[src/rtl/wb_writer.sv]
// Write-back sequencer: queues load and ALU/link results in program order and retires one per
// cycle into the register file write port. Optional same-cycle bypass via `WB_BYPASS_EN.
module wb_writer #(
  parameter int unsigned DEPTH = 4
) (
  input  logic                     clk,
  input  logic                     rst_n,
  input  logic                     LdValid,
  output logic                     LdReady,
  input  logic [4:0]               LdRegNum,
  input  logic [31:0]              LdData,
  input  logic                     AluValid,
  output logic                     AluReady,
  input  logic [4:0]               AluRegNum,
  input  logic [31:0]              AluData,
  input  logic                     AluJal,
  output logic [31:0]              WbData,
  output logic [4:0]               WbRegNum,
  output logic                     RegWrite,
  input  logic [4:0]               R1Num,
  input  logic [4:0]               R2Num,
  output logic                     Pend1,
  output logic                     Pend2,
  output logic [31:0]              Fwd1,
  output logic [31:0]              Fwd2,
  output logic [$clog2(DEPTH):0]   Count
);

  localparam int unsigned AW = $clog2(DEPTH);
  localparam int unsigned CW = AW + 1;

  logic [4:0]    reg_mem [DEPTH];
  logic [31:0]   dat_mem [DEPTH];
  logic [AW-1:0] rd_ptr_q, wr_ptr_q;
  logic [CW-1:0] count_q;

  logic          ld_acc, alu_acc, pop;
  logic [4:0]    alu_reg, first_r, enq0_r, enq1_r, wb_r;
  logic [31:0]   first_d, enq0_d, enq1_d, wb_d;
  logic          enq0_v, enq1_v;
  logic [1:0]    n_push;

  // Readiness uses start-of-cycle occupancy; a same-cycle pop does not free a slot.
  always_comb begin
    LdReady  = (count_q != CW'(DEPTH));
    AluReady = LdValid ? (count_q < CW'(DEPTH - 1)) : LdReady;
    ld_acc   = LdValid && LdReady;
    alu_acc  = AluValid && AluReady;
    alu_reg  = AluJal ? 5'd31 : AluRegNum;
    pop      = (count_q != '0);
  end

  always_comb begin
    first_r = ld_acc ? LdRegNum : alu_reg;
    first_d = ld_acc ? LdData : AluData;
    enq0_v  = ld_acc || alu_acc;
    enq0_r  = first_r;
    enq0_d  = first_d;
    enq1_v  = ld_acc && alu_acc;
    enq1_r  = alu_reg;
    enq1_d  = AluData;
    wb_r    = '0;
    wb_d    = '0;
    if (pop) begin
      wb_r = reg_mem[rd_ptr_q];
      wb_d = dat_mem[rd_ptr_q];
    end
`ifdef WB_BYPASS_EN
    else if (enq0_v) begin
      // Oldest accept goes straight to the port; any second accept takes the first slot.
      wb_r   = first_r;
      wb_d   = first_d;
      enq0_v = enq1_v;
      enq0_r = enq1_r;
      enq0_d = enq1_d;
      enq1_v = 1'b0;
    end
`endif
    n_push = {1'b0, enq0_v} + {1'b0, enq1_v};
  end

  assign WbRegNum = wb_r;
  assign WbData   = wb_d;
  assign RegWrite = (wb_r != 5'd0);
  assign Count    = count_q;

  always_ff @(posedge clk) begin
    if (enq0_v) begin
      reg_mem[wr_ptr_q] <= enq0_r;
      dat_mem[wr_ptr_q] <= enq0_d;
    end
    if (enq1_v) begin
      reg_mem[wr_ptr_q + AW'(1)] <= enq1_r;
      dat_mem[wr_ptr_q + AW'(1)] <= enq1_d;
    end
  end

  always_ff @(posedge clk or negedge rst_n) begin
    if (!rst_n) begin
      rd_ptr_q <= '0;
      wr_ptr_q <= '0;
      count_q  <= '0;
    end else begin
      rd_ptr_q <= rd_ptr_q + AW'(pop);
      wr_ptr_q <= wr_ptr_q + AW'(n_push);
      count_q  <= count_q + CW'(n_push) - CW'(pop);
    end
  end

  // Scan oldest to youngest so the last hit is the youngest match.
  function automatic logic [32:0] lookup(input logic [4:0] rn);
    logic [32:0]   res;
    logic [AW-1:0] idx;
    res = '0;
    for (int unsigned i = 0; i < DEPTH; i++) begin
      idx = rd_ptr_q + AW'(i);
      if ((CW'(i) < count_q) && (reg_mem[idx] == rn) && (rn != 5'd0)) begin
        res = {1'b1, dat_mem[idx]};
      end
    end
    return res;
  endfunction

  always_comb begin
    {Pend1, Fwd1} = lookup(R1Num);
    {Pend2, Fwd2} = lookup(R2Num);
  end

endmodule

[config.mk]
export PLATFORM = sky130hd
export DESIGN_NAME = wb_writer
export DESIGN_NICKNAME = d
export VERILOG_FILES = /design/src/rtl/wb_writer.sv
export SDC_FILE = /design/constraint.sdc
export NUM_CORES = 1
export LEC_CHECK = 0
export CAP_MARGIN = 25
export CELL_PAD_IN_SITES_DETAIL_PLACEMENT = 2
export CELL_PAD_IN_SITES_GLOBAL_PLACEMENT = 2
export CORE_MARGIN = 5
export CORE_UTILIZATION = 30
export CTS_BUF_LIST = sky130_fd_sc_hd__clkbuf_4 sky130_fd_sc_hd__clkbuf_8
export CTS_CLUSTER_DIAMETER = 30
export DETAILED_ROUTE_END_ITERATION = 8
export GPL_TIMING_DRIVEN = 0
export PLACE_DENSITY_LB_ADDON = 0.1
export SLEW_MARGIN = 25
export SYNTH_ARGS = -nofsm -noshare
export SYNTH_HDL_FRONTEND = slang
export SYNTH_SLANG_ARGS = --single-unit
[constraint.sdc]
create_clock -name clk -period 9.6 [get_ports clk]
set_clock_uncertainty 0.15 [all_clocks]
set_input_delay 0.96 -clock clk [delete_from_list [all_inputs] [get_ports clk]]
set_output_delay 0.96 -clock clk [all_outputs]
set_load 0.02 [all_outputs]
==> run_results.csv <==
group,metric,value,unit
drt,drc_errors,0,
sta,fin_crit,7085,ps
synth,synth.top_cells.by_area,"edfxtp_1 32%, mux2_2 17%, mux2i_1 5.6%, a21oi_1 4.6%, nor2_1 4.2%",
finish,antenna_cells,0,
clock_tree,cts-buffers-inserted,17,
worst_setup_path,cp.required,8490,ps
placement,place_congestion,0.9361,
worst_setup_path,critPathArrivalTime,5980,ps
global_routing,antenna_found_initial,1,
synth,yosysSeqAreaShare,32.96,%
clock_tree,h-tree-depth,4,
clock_tree,cts_tree,"done",
die,fp.dieH,226.1,µm
power_and_ir_drop,ir_drop,0.0001618,V
worst_setup_path,critical_path_class,"reg -> out",
status,status,"completed",
synth,synth-seq-cells,155,
global_routing,grt_use_total,30.30,%
sta,drv_slew,0,
finish,final_util,37.65,%
drt,wl,78770,µm
synth,synth_top_family_by_area,"multiplexers",
power_and_ir_drop,finalPower,7.081,mW
sta,fmax,141.1,MHz
synth,synth_mux_area_share,25.47,%
finish,area_growth,24.54,%
sta,finalSetupTns,0,ps
synth,yosysWarningCount,0,
placement,place_inst,2273,
die,pin_count,198,
drt,antenna_left,0,
synth,ys_types,67,
synth,synth-main-ff-cell,"edfxtp_1",
sta,hold_viol,0,
clock_tree,clk_path_buf_depth,2,
sta,rsz0062_at_grt,"no",
worst_setup_path,endpoint_kind,"primary output",
synth,syn_area,0.01401,mm²
drt,viasPerCell,6.311,
sta,maxSlewHeadroom,23.21,%
worst_setup_path,path_max_fanout,10,
synth,yosys.area_share.xor_xnor,2.991,%
synth,synth_fa_ha_area_share,0.7679,%
clock_tree,cts_resized,0,
die,dieArea,0.05113,mm²
drt,vias,14546,
clock_tree,clkLatencyLatePin,600,ps
power_and_ir_drop,p_per_area,405.7,mW/mm²
clock_tree,clock-sinks,155,
synth,synth-simple-area-share,12.18,%
die,die_x,226.1,µm
placement,dp_hpwl,58040,µm
synth,synth_edf_count,148,
placement,numPortBuffers,187,
sta,worst_slew_pin_slew,1152,ps
clock_tree,postCtsSetupRepairBufs,0,
drt,dr.pass1.iters,5,
global_routing,grt_pass1_vias,15492,
die,core_area,0.04636,mm²
power_and_ir_drop,p_leak,5.905,nW
drt,wire_per_inst,34.17,µm
min_path,hp-class,"in -> async",
finish,fin_cells,2305,
worst_setup_path,startpoint_type,"flop",
clock_tree,cts_root_buffer,"clkbuf_8",
synth,synth-compound-area-share,20.60,%
sta,finalCritPeriodShare,73.80,%
drt,drt-initial-drc-count,1180,
synth,syn_nets,1562,
synth,yosysTopAreaCell,"edfxtp_1",
finish,layout.nets,1783,
synth,syn_inst,1465,
sta,setup_viol,0,
synth,post-synth-top-area-fraction,31.71,%
global_routing,grt_max_degree,17,
flow_run,cap_violations,0,
clock_tree,cts_hold_buf,0,
global_routing,grt_pass1_wl,112300,µm
global_routing,grt_overflow_total,0,
synth,syn_area_per_cell,9.565,µm²
die,initial_utilization,30.23,%
clock_tree,path_clk_slew,110,ps
finish,drive_above_1_share,18.90,%
die,rows,79,
synth,synthArstFlopShare,4.516,%
[final timing paths]
kind,from,cells after the start,slack (ps),to
worst max-delay path,rd_ptr_q[1],10,2510,Fwd2[28]
worst max register to register,rd_ptr_q[1],8,4760,rd_ptr_q[1]
max in group asynchronous,rst_n,1,8520,wr_ptr_q[0]
worst min register to register,rd_ptr_q[0],1,500,rd_ptr_q[0]
worst min-delay path,rst_n,1,490,rd_ptr_q[1]
min in group clk,rd_ptr_q[0],1,500,rd_ptr_q[0]
[layout by cell type (no fill, tap or decap), types with 7 or more instances in the layout]
master,instances
mux2_2,211
clkdlybuf4s50_1,187
nor2_1,156
edfxtp_1,148
a21oi_1,126
clkbuf_1,99
mux2i_1,78
o21ai_0,59
nand2_1,51
o221ai_1,47
or3_1,42
xnor2_1,37
nor3_1,33
o31ai_1,27
o2111ai_1,27
a211oi_1,25
o22ai_1,24
buf_2,23
buf_1,17
inv_1,17
nand3_1,17
clkbuf_8,17
a22oi_1,16
a221o_1,15
a21o_1,12
nor2b_1,11
mux4_2,9
xor2_1,9
clkbuf_2,9
a2111oi_0,9
buf_16,9
mux4_1,8
and2_1,8
dfrtp_1,7
a221oi_2,7
a221oi_1,7
ha_1,7
[layer usage]
layer | up-vias | global-route usage [%] | share of wire (%)
met4 | 2 | 11.72 | 4.0
met2 | 646 | 49.29 | 47
li1 | 6133 | - | -
met3 | 167 | 5.563 | 6.5
met5 | - | 0 | 0.025
met1 | 7598 | 40.18 | 42
[logic make-up after synthesis]
kind of cell	count (synthesis)
compound gates	423
simple gates	356
mux	306
buf+inv	170
flops	155
xor+xnor	47
fa+ha+maj	8
[where the power goes]
| group | switching (mW) | internal, mW | total [mW] |
|---|---|---|---|
| Sequential | 0.205 | 1.05 | 1.25 |
| Combinational | 3.36 | 1.90 | 5.26 |
| Clock | 0.310 | 0.256 | 0.566 |
| Total | 3.88 | 3.21 | 7.08 |
[state kept, by name, summed over array words and instances (netlist names)]
signal    count
Count         3
wr_ptr_q      2
reg_mem      20
rd_ptr_q      2
dat_mem     128
[critical path, stage by stage, from the launching register on]
cell             delay [ps]
dfrtp_1                 350
buf_2                   270
buf_2                   340
buf_2                   290
buf_1                   760
buf_1                   840
clkbuf_1                610
clkbuf_1                920
a21oi_1                 160
a21o_1                  270
clkdlybuf4s50_1         550
[cell usage after synthesis (all sizes together) (6+ instances only)]
library cell and n:
dfrtp 7, nand2 51, mux2i 78, ha 7
a221o 15, nand3 17, a211oi 25, mux4 17
buf 44, o221ai 47, and3 6, nor2 158
inv 17, a22oi 16, a221oi 14, xor2 9
nor3 33, a2111oi 9, o21ai 63, o31ai 28
nor4 6, xnor2 38, o22ai 24, a21oi 128
and2 10, edfxtp 148, nand2b 6, nand4 6
o2111ai 27, nor2b 11, a21o 12, mux2 211
clkbuf 108, or3 42
[area by class of cell]
type                       count  area (µm²)
buffer                       152       653.1
clock buffer                  17       234.0
timing repair buffer         202        2195
sequential                   155        4619
fill                        5115       28910
clock inverter                14       166.4
multi-input combinational   1140        8758
inverter                      18       67.56
tap                          607       759.5
[per-stage QoR]
step	area, µm²	hold WS, ps	setup WS, ps
after global placement	16640	437.1	283.3
after floorplan	14010	400.6	4256
after CTS	17440	454.4	2556
final	17450	487.4	2515
after detailed placement	17040	480.7	3163
after global routing	17450	484.2	2380
Note: power is estimated with default switching activity, not from simulation.
